### config.mk
export PLATFORM = sky130hd
export DESIGN_NAME = alu_ctrl
export DESIGN_NICKNAME = d
export VERILOG_FILES = /design/src/rtl/alu_ctrl.sv
export SDC_FILE = /design/constraint.sdc
export NUM_CORES = 1
export LEC_CHECK = 0
export ABC_CLOCK_PERIOD_IN_PS = 1600
export BUFFER_PORTS_ARGS = -buffer_cell sky130_fd_sc_hd__buf_4
export CAP_MARGIN = 5
export CORE_ASPECT_RATIO = 0.8
export CORE_MARGIN = 8
export CORE_UTILIZATION = 51
export CTS_BUF_LIST = sky130_fd_sc_hd__clkbuf_8
export DETAILED_ROUTE_END_ITERATION = 6
export GPL_TIMING_DRIVEN = 0
export PLACE_DENSITY = 0.81
export SETUP_SLACK_MARGIN = 0.3
export SLEW_MARGIN = 20
export SYNTH_ARGS = -nofsm -noshare
export SYNTH_HDL_FRONTEND = slang
export SYNTH_SLANG_ARGS = --single-unit
### constraint.sdc
create_clock -name clk -period 1.6 [get_ports clk]
set_clock_uncertainty 0.2 [all_clocks]
set_input_delay 0.32 -clock clk [delete_from_list [all_inputs] [get_ports clk]]
set_output_delay 0.32 -clock clk [all_outputs]
set_load 0.05 [all_outputs]
### src/rtl/alu_ctrl.sv
// alu_ctrl: operator-side controller for the lab3 8-bit ALU.
//
// Captures operand A, then operand B, from the switch bank on successive
// presses of the enter button. It then steps the ALU function code through
// add, sub and max, and wraps back to operand A entry. The sign button
// toggles signed mode, but only while an arithmetic op is selected.
//
// Ports:
//   clk    in   system clock (100 MHz)
//   rst_n  in   asynchronous active-low reset
//   sw     in   [WIDTH-1:0] switch operand value
//   enter  in   debounced enter button (level, active-high)
//   sign   in   debounced sign button (level, active-high)
//   A      out  [WIDTH-1:0] registered operand A
//   B      out  [WIDTH-1:0] registered operand B
//   FN     out  [3:0] registered ALU function code, {signed, op[2:0]}
//   upd    out  one-cycle pulse after A or B is captured
//
// Optional build macro ALU_CTRL_SYNC_EN: when defined, passes sw, enter and
// sign through two-flop synchronizers before use. This adds two edges of
// latency.

module alu_ctrl #(
  parameter int WIDTH = 8
) (
  input  logic             clk,
  input  logic             rst_n,
  input  logic [WIDTH-1:0] sw,
  input  logic             enter,
  input  logic             sign,
  output logic [WIDTH-1:0] A,
  output logic [WIDTH-1:0] B,
  output logic [3:0]       FN,
  output logic             upd
);

  // State encoding doubles as the op field of FN.
  typedef enum logic [2:0] {
    ST_A   = 3'b000,
    ST_B   = 3'b001,
    ST_ADD = 3'b010,
    ST_SUB = 3'b011,
    ST_MAX = 3'b100
  } state_t;

  state_t           state, state_d;
  logic             flag, flag_d;
  logic [WIDTH-1:0] a_d, b_d;
  logic [3:0]       fn_d;
  logic [2:0]       op_d;
  logic             upd_d;
  logic             is_op_d;

  logic [WIDTH-1:0] sw_use;
  logic             enter_use, sign_use;
  logic             enter_q, sign_q;
  logic             enter_ev, sign_ev;

`ifdef ALU_CTRL_SYNC_EN
  logic [WIDTH-1:0] sw_p0, sw_p1;
  logic             enter_p0, enter_p1;
  logic             sign_p0, sign_p1;

  // Input synchronizer stages p0 -> p1
  always_ff @(posedge clk or negedge rst_n) begin
    if (!rst_n) begin
      sw_p0    <= '0;
      sw_p1    <= '0;
      enter_p0 <= 1'b0;
      enter_p1 <= 1'b0;
      sign_p0  <= 1'b0;
      sign_p1  <= 1'b0;
    end else begin
      sw_p0    <= sw;
      sw_p1    <= sw_p0;
      enter_p0 <= enter;
      enter_p1 <= enter_p0;
      sign_p0  <= sign;
      sign_p1  <= sign_p0;
    end
  end

  assign sw_use    = sw_p1;
  assign enter_use = enter_p1;
  assign sign_use  = sign_p1;
`else
  assign sw_use    = sw;
  assign enter_use = enter;
  assign sign_use  = sign;
`endif

  // Button history for rising-edge detection
  always_ff @(posedge clk or negedge rst_n) begin
    if (!rst_n) begin
      enter_q <= 1'b0;
      sign_q  <= 1'b0;
    end else begin
      enter_q <= enter_use;
      sign_q  <= sign_use;
    end
  end

  assign enter_ev = enter_use & ~enter_q;
  assign sign_ev  = sign_use & ~sign_q;

  // Next-state / next-output logic. Enter takes priority: a sign event on
  // the same edge as an enter event is dropped.
  always_comb begin
    state_d = state;
    flag_d  = flag;
    a_d     = A;
    b_d     = B;
    upd_d   = 1'b0;
    case (state)
      ST_A: begin
        if (enter_ev) begin
          a_d     = sw_use;
          upd_d   = 1'b1;
          state_d = ST_B;
        end
      end
      ST_B: begin
        if (enter_ev) begin
          b_d     = sw_use;
          upd_d   = 1'b1;
          state_d = ST_ADD;
        end
      end
      ST_ADD: begin
        if (enter_ev)     state_d = ST_SUB;
        else if (sign_ev) flag_d  = ~flag;
      end
      ST_SUB: begin
        if (enter_ev)     state_d = ST_MAX;
        else if (sign_ev) flag_d  = ~flag;
      end
      ST_MAX: begin
        if (enter_ev)     state_d = ST_A;
        else if (sign_ev) flag_d  = ~flag;
      end
      default: state_d = ST_A;
    endcase

    // Signed mode starts fresh each time operand entry begins.
    if (state_d == ST_A) flag_d = 1'b0;

    is_op_d = (state_d == ST_ADD) || (state_d == ST_SUB) || (state_d == ST_MAX);
    op_d    = state_d;
    fn_d    = {is_op_d & flag_d, op_d};
  end

  // Output / state register
  always_ff @(posedge clk or negedge rst_n) begin
    if (!rst_n) begin
      state <= ST_A;
      flag  <= 1'b0;
      A     <= '0;
      B     <= '0;
      FN    <= 4'b0000;
      upd   <= 1'b0;
    end else begin
      state <= state_d;
      flag  <= flag_d;
      A     <= a_d;
      B     <= b_d;
      FN    <= fn_d;
      upd   <= upd_d;
    end
  end

endmodule

======== Word-level counts from Yosys, hierarchy flattened ========
Cells that the tools add are included.
word-level totals
  logic and storage cells ................. 41
  latch bits .............................. 0
  flip-flop bits (word level) ............. 27
  bits in read-only memories .............. 0
  input port bits ......................... 12
  memories kept ........................... 0
  output and inout bits ................... 21
  RAM bits ................................ 0
cells by class
  add/subtract/negate cells ............... 0
  bitwise operators ....................... 6
  shift-type cells ........................ 0
  eq/ne operators ......................... 7
  $mul .................................... 0
  mux-type cells .......................... 12
  order comparisons ....................... 0
  reductions and logical operators ........ 8
  divide/modulo/power cells ............... 0
operator list
  operator            count
  $mux 3              5
  $pmux 3 s5          1
  $eq 3x2->1 const B  4
  $eq 3x3->1 const B  2
  $logic_not 3->1     2
  $mux 1              6
  $reduce_and 2->1    2
  $and 1x1->1         3
  $eq 3x1->1 const B  1
  $not 1->1           3
  $reduce_or 3->1     1
  $logic_or 1x1->1    2
  $reduce_or 2->1     1

======== Longest topological paths before layout ========
  depth after elaboration ................. 8
  gate-level depth with buffers ........... 5

======== Worst setup path after synthesis ========
OpenSTA, ideal clock, no wires.
  path kind ............................... reg2reg
  start ................................... reg state[1]
  end ..................................... reg FN[3]
  setup time .............................. 131 ps
  slack ................................... -143 ps
  clock period less this slack ............ 1743 ps
  required time ........................... 1269 ps
  cell stages (with the launch flop) ...... 6
  arrival ................................. 1412 ps
  path through ............................ dfrtp_1 buf_6 nor2_1 nand3_1 nor2_1 or3_1
between the ends
  word-level cells in the longest chain between the ends .. 6
  elaborated cells on any way between the ends .. 21
RTL lines
  element                             RTL line  text
  start: declaration                  46        state_t state, state_d;
  start signal: assignment            162       state <= state_d;
  $eq 3x3->1 (tied with other cells)  114       case (state)
  $pmux 3 s5                          114
  $eq 3x2->1                          147       is_op_d = (state_d == ST_ADD) || (state_d == ST_SUB) || (state_d == ST_MAX);
  $logic_or 1x1->1 (2 in a row)       147
  $and 1x1->1 *                       149       fn_d = {is_op_d & flag_d, op_d};
  net fn_d[3]                         49        logic [3:0] fn_d;
  end signal: assignment              166       FN <= fn_d;
  end: declaration                    33        output logic [3:0] FN,
The timed path passes the listed nets; every way through them passes the cells marked *.
A chain may end at the register's enable or synchronous reset.

======== Worst setup path after layout ========
  start ................................... reg state[1]
  end ..................................... reg B[1]
between the ends
  word-level cells in the longest chain between the ends .. 2
RTL lines
  element                     RTL line  text
  $eq 3x1->1                  114
  $reduce_and 2->1 (no line)  n/a
  end signal: assignment      158       B <= '0;
  end signal: assignment      165       B <= b_d;
  end: declaration            32        output logic [WIDTH-1:0] B,
Every way passes these cells.

==> flow_summary.ini <==
[outcome]
run_status = complete, no violations

[global_route]
grt_pass1_wl_mm = 4.50
first_global_vias = 850
grt_antenna_before_repair = 0
grt_remaining_overflow = 0
gr-usage-all-layers_pct = 16.5
largest_net_degree_at_the_start_of_global_routing = 25

[power]
share_of_total_power_in_combinational_logic_pct = 59.2
p_clk_share_pct = 13.1
max-vdd-ir-drop_mv = 2.25
pwr_density_cell_nw_per_um2 = 2510
p_leak_nw = 0.790
power_report.internal_total_w = 0.00224
sw_frac_of_total_pct = 45.3
power_switching_w = 0.00186
pwr-share-seq_pct = 27.6

[finish]
area_growth_pct = 64.2
layout.cells.most_common = sky130_fd_sc_hd__buf_4
n_fill_cell = 88
fraction_of_layout_instances_using_a_drive_strength_above_1_pct = 68.3
finalNetCount = 139
fin_util_pct = 88.1
layout_common_cells = sky130_fd_sc_hd__buf_4 (25), sky130_fd_sc_hd__buf_6 (23), sky130_fd_sc_hd__dfrtp_1 (20), sky130_fd_sc_hd__mux2_2 (15), sky130_fd_sc_hd__dfrtp_2 (4)
antennaDiodeCount = 0

[die]
die_h_microns = 55.5
fp-row-count = 14
dieWidth_microns = 65.4
die_area_sq_um = 3630
design.portCount = 33
coreArea_sq_um = 1860
initial_core_util_pct = 53.6

[critical_path]
worstRegToRegCells = 4
worstReg2RegStart = state[1]$_DFF_PN0_
critical_path_required_ps = 1560
worstPathMaxFanout = 8
critical_path.endpoint_type = register
crit_type = register to register
reg2reg_slack_ps = 30
startpoint_class = register
r2r-end = B[1]$_DFFE_PN0P_
worst_setup_path_startpoint = state[1]$_DFF_PN0_
worst_ep_arrival_time_ps = 1530

[placed_design]
placement.io_buffers = 32
post-dp-hpwl_mm = 1.59
routabilityCongestion = 0.793

[timing]
maxClockFrequency_ghz = 0.639
rsz_0062_raised_after_global_routing = yes
slew_limit_headroom_pct = 79.8
timing.final.setup_violations = 0
timing_max_transition_violations_final = 0
setup_total_negative_slack_ps = 0
finalCriticalPeriod_ps = 1570
max_slew.worst_pin.slew_ps = 303
portion_of_the_clock_cycle_consumed_by_the_worst_path_in_the_final_layout_pct = 97.9
hold_viol = 0

[detailed_routing]
route.vias.total = 801
vias_per_cell = 5.34
detailedRoute.firstIterationViolations = 33
route.antenna.remaining_nets = 0
dr.pass1.iters = 3
drt_wl_total_mm = 3.28
detail_route.drc_violations = 0
routed_wire_length_per_instance_microns = 21.9

[yosys]
warnings_synthesis = 0
synthesis.instances = 71
synth.net_count = 83
synth.cell_area_sq_um = 996
synth_sequential_area_ratio_pct = 60.3
synth_seq_cells = 24
synth.avg_cell_area_sq_um = 14.0
synth.distinct_cells = 22

[worst_hold_path]
hold_path_end = B[2]$_DFFE_PN0P_
hp-class = input port to register
worst_hold_path.num_cells = 2
hold_start = sw[2]

[cts]
clock-sinks = 24
clock_tree.root_cell = sky130_fd_sc_hd__clkbuf_8
htreeDepth = 1
clock_tree.buffer_depth = 2
clk-insertion-delay-late_ps = 270
clk_pin_slew_worst_paths_ps = 90
cts_tree = yes
cts_inserted_buffers = 3

[flow_run]
max_cap_violations = 0
[power groups by stage]
| stage | sequential [W] | clock, W | combinational [W] |
|---|---|---|---|
| floorplan | 0.00193 | 0 | 0.000437 |
| global placement | 0.00105 | 0 | 0.00183 |
| detailed placement | 0.00108 | 0 | 0.00187 |
| CTS | 0.00110 | 0.000531 | 0.00229 |
| global route | 0.00115 | 0.000556 | 0.00252 |
| finish | 0.00113 | 0.000538 | 0.00243 |
[how the worst max path moves through the flow]
stage                             to  slack (ps)
floorplan           B[0]$_DFFE_PN0P_          60
global placement     FN[3]$_DFF_PN0_          70
detailed placement   FN[3]$_DFF_PN0_          60
CTS                 B[1]$_DFFE_PN0P_          80
global route        B[1]$_DFFE_PN0P_           8
finish              B[1]$_DFFE_PN0P_          30
[area by class of cell]
class                      instances  area [sq um]  share of cell area [%]
clock buffer                       3          41.3                    2.52
timing repair buffer              51           485                    29.7
multi-input combinational         46           432                    26.4
sequential                        24           606                    37.0
tap                               24          30.0                    1.84
buffer                             1          11.3                   0.689
clock inverter                     1          30.0                    1.84
[logic make-up (layout without fill, tap and decap cells)]
logic type / Yosys count / after routing / synth area share (%)
multiplexers: 16 / 16 / 18.1
AO/OA/AOI/OAI: 5 / 5 / 2.76
AND/OR/NAND/NOR: 22 / 22 / 15.1
XOR/XNOR: 3 / 3 / 2.64
buffers and inverters: 1 / 56 / 1.13
flip-flops: 24 / 24 / 60.3
[layer usage]
layer | track usage [%] | up-vias | wire [microns]
li1 | - | 356 | -
met1 | 18.4 | 412 | 1410
met2 | 28.2 | 27 | 1640
met3 | 5.03 | 6 | 161
met4 | 6.52 | 0 | 70
met5 | 0 | - | 0
[flip-flops by register name, summed over array words and instances, names as in the netlist]
signal   count
A            8
upd          1
state        2
B            8
sign_q       1
FN           2
flag         1
enter_q      1
[metrics by stage]
stage	total power, W	area, sq um	cells	hold slack, ps	worst slack (ps)
after floorplan	0.00236	1020	71	-176	58.7
after global routing	0.00423	1640	150	83.4	7.62
after global placement	0.00288	1290	127	30.1	67.0
after detailed placement	0.00294	1290	127	31.1	59.7
final	0.00410	1640	150	85.7	34.3
after CTS	0.00392	1590	146	90.6	77.6
[Yosys cell counts (all sizes together)]
cell type,count,area share (%)
xnor2,1,0.88
xor2,2,1.8
nor3,1,1.6
nand2,5,2.9
a211oi,1,0.75
buf,1,1.1
nor2,5,2.1
nor3b,2,1.5
and2b,1,1.0
nand2b,3,2.6
a21oi,2,1.0
mux2,16,18
nand3,2,1.0
dfrtp,24,60
or3,2,1.3
o21ai,2,1.0
and4b,1,1.0
[critical path, cell delays in order (launching register included)]
cell	delay [ps]
sky130_fd_sc_hd__dfrtp_2	410
sky130_fd_sc_hd__buf_6	130
sky130_fd_sc_hd__nor3_4	250
sky130_fd_sc_hd__nand2_4	140
sky130_fd_sc_hd__mux2_4	320
[repair_timing]
action / in CTS / in global routing
pin swaps: 4 / 1
resized for setup: 24 / 6
setup buffers: 12 / 4
hold buffers: 3 / 0
setup endpoints to repair: 39 / 40
hold endpoints to repair: 26 / 0
No activity file was read; power rests on OpenSTA's default activity.
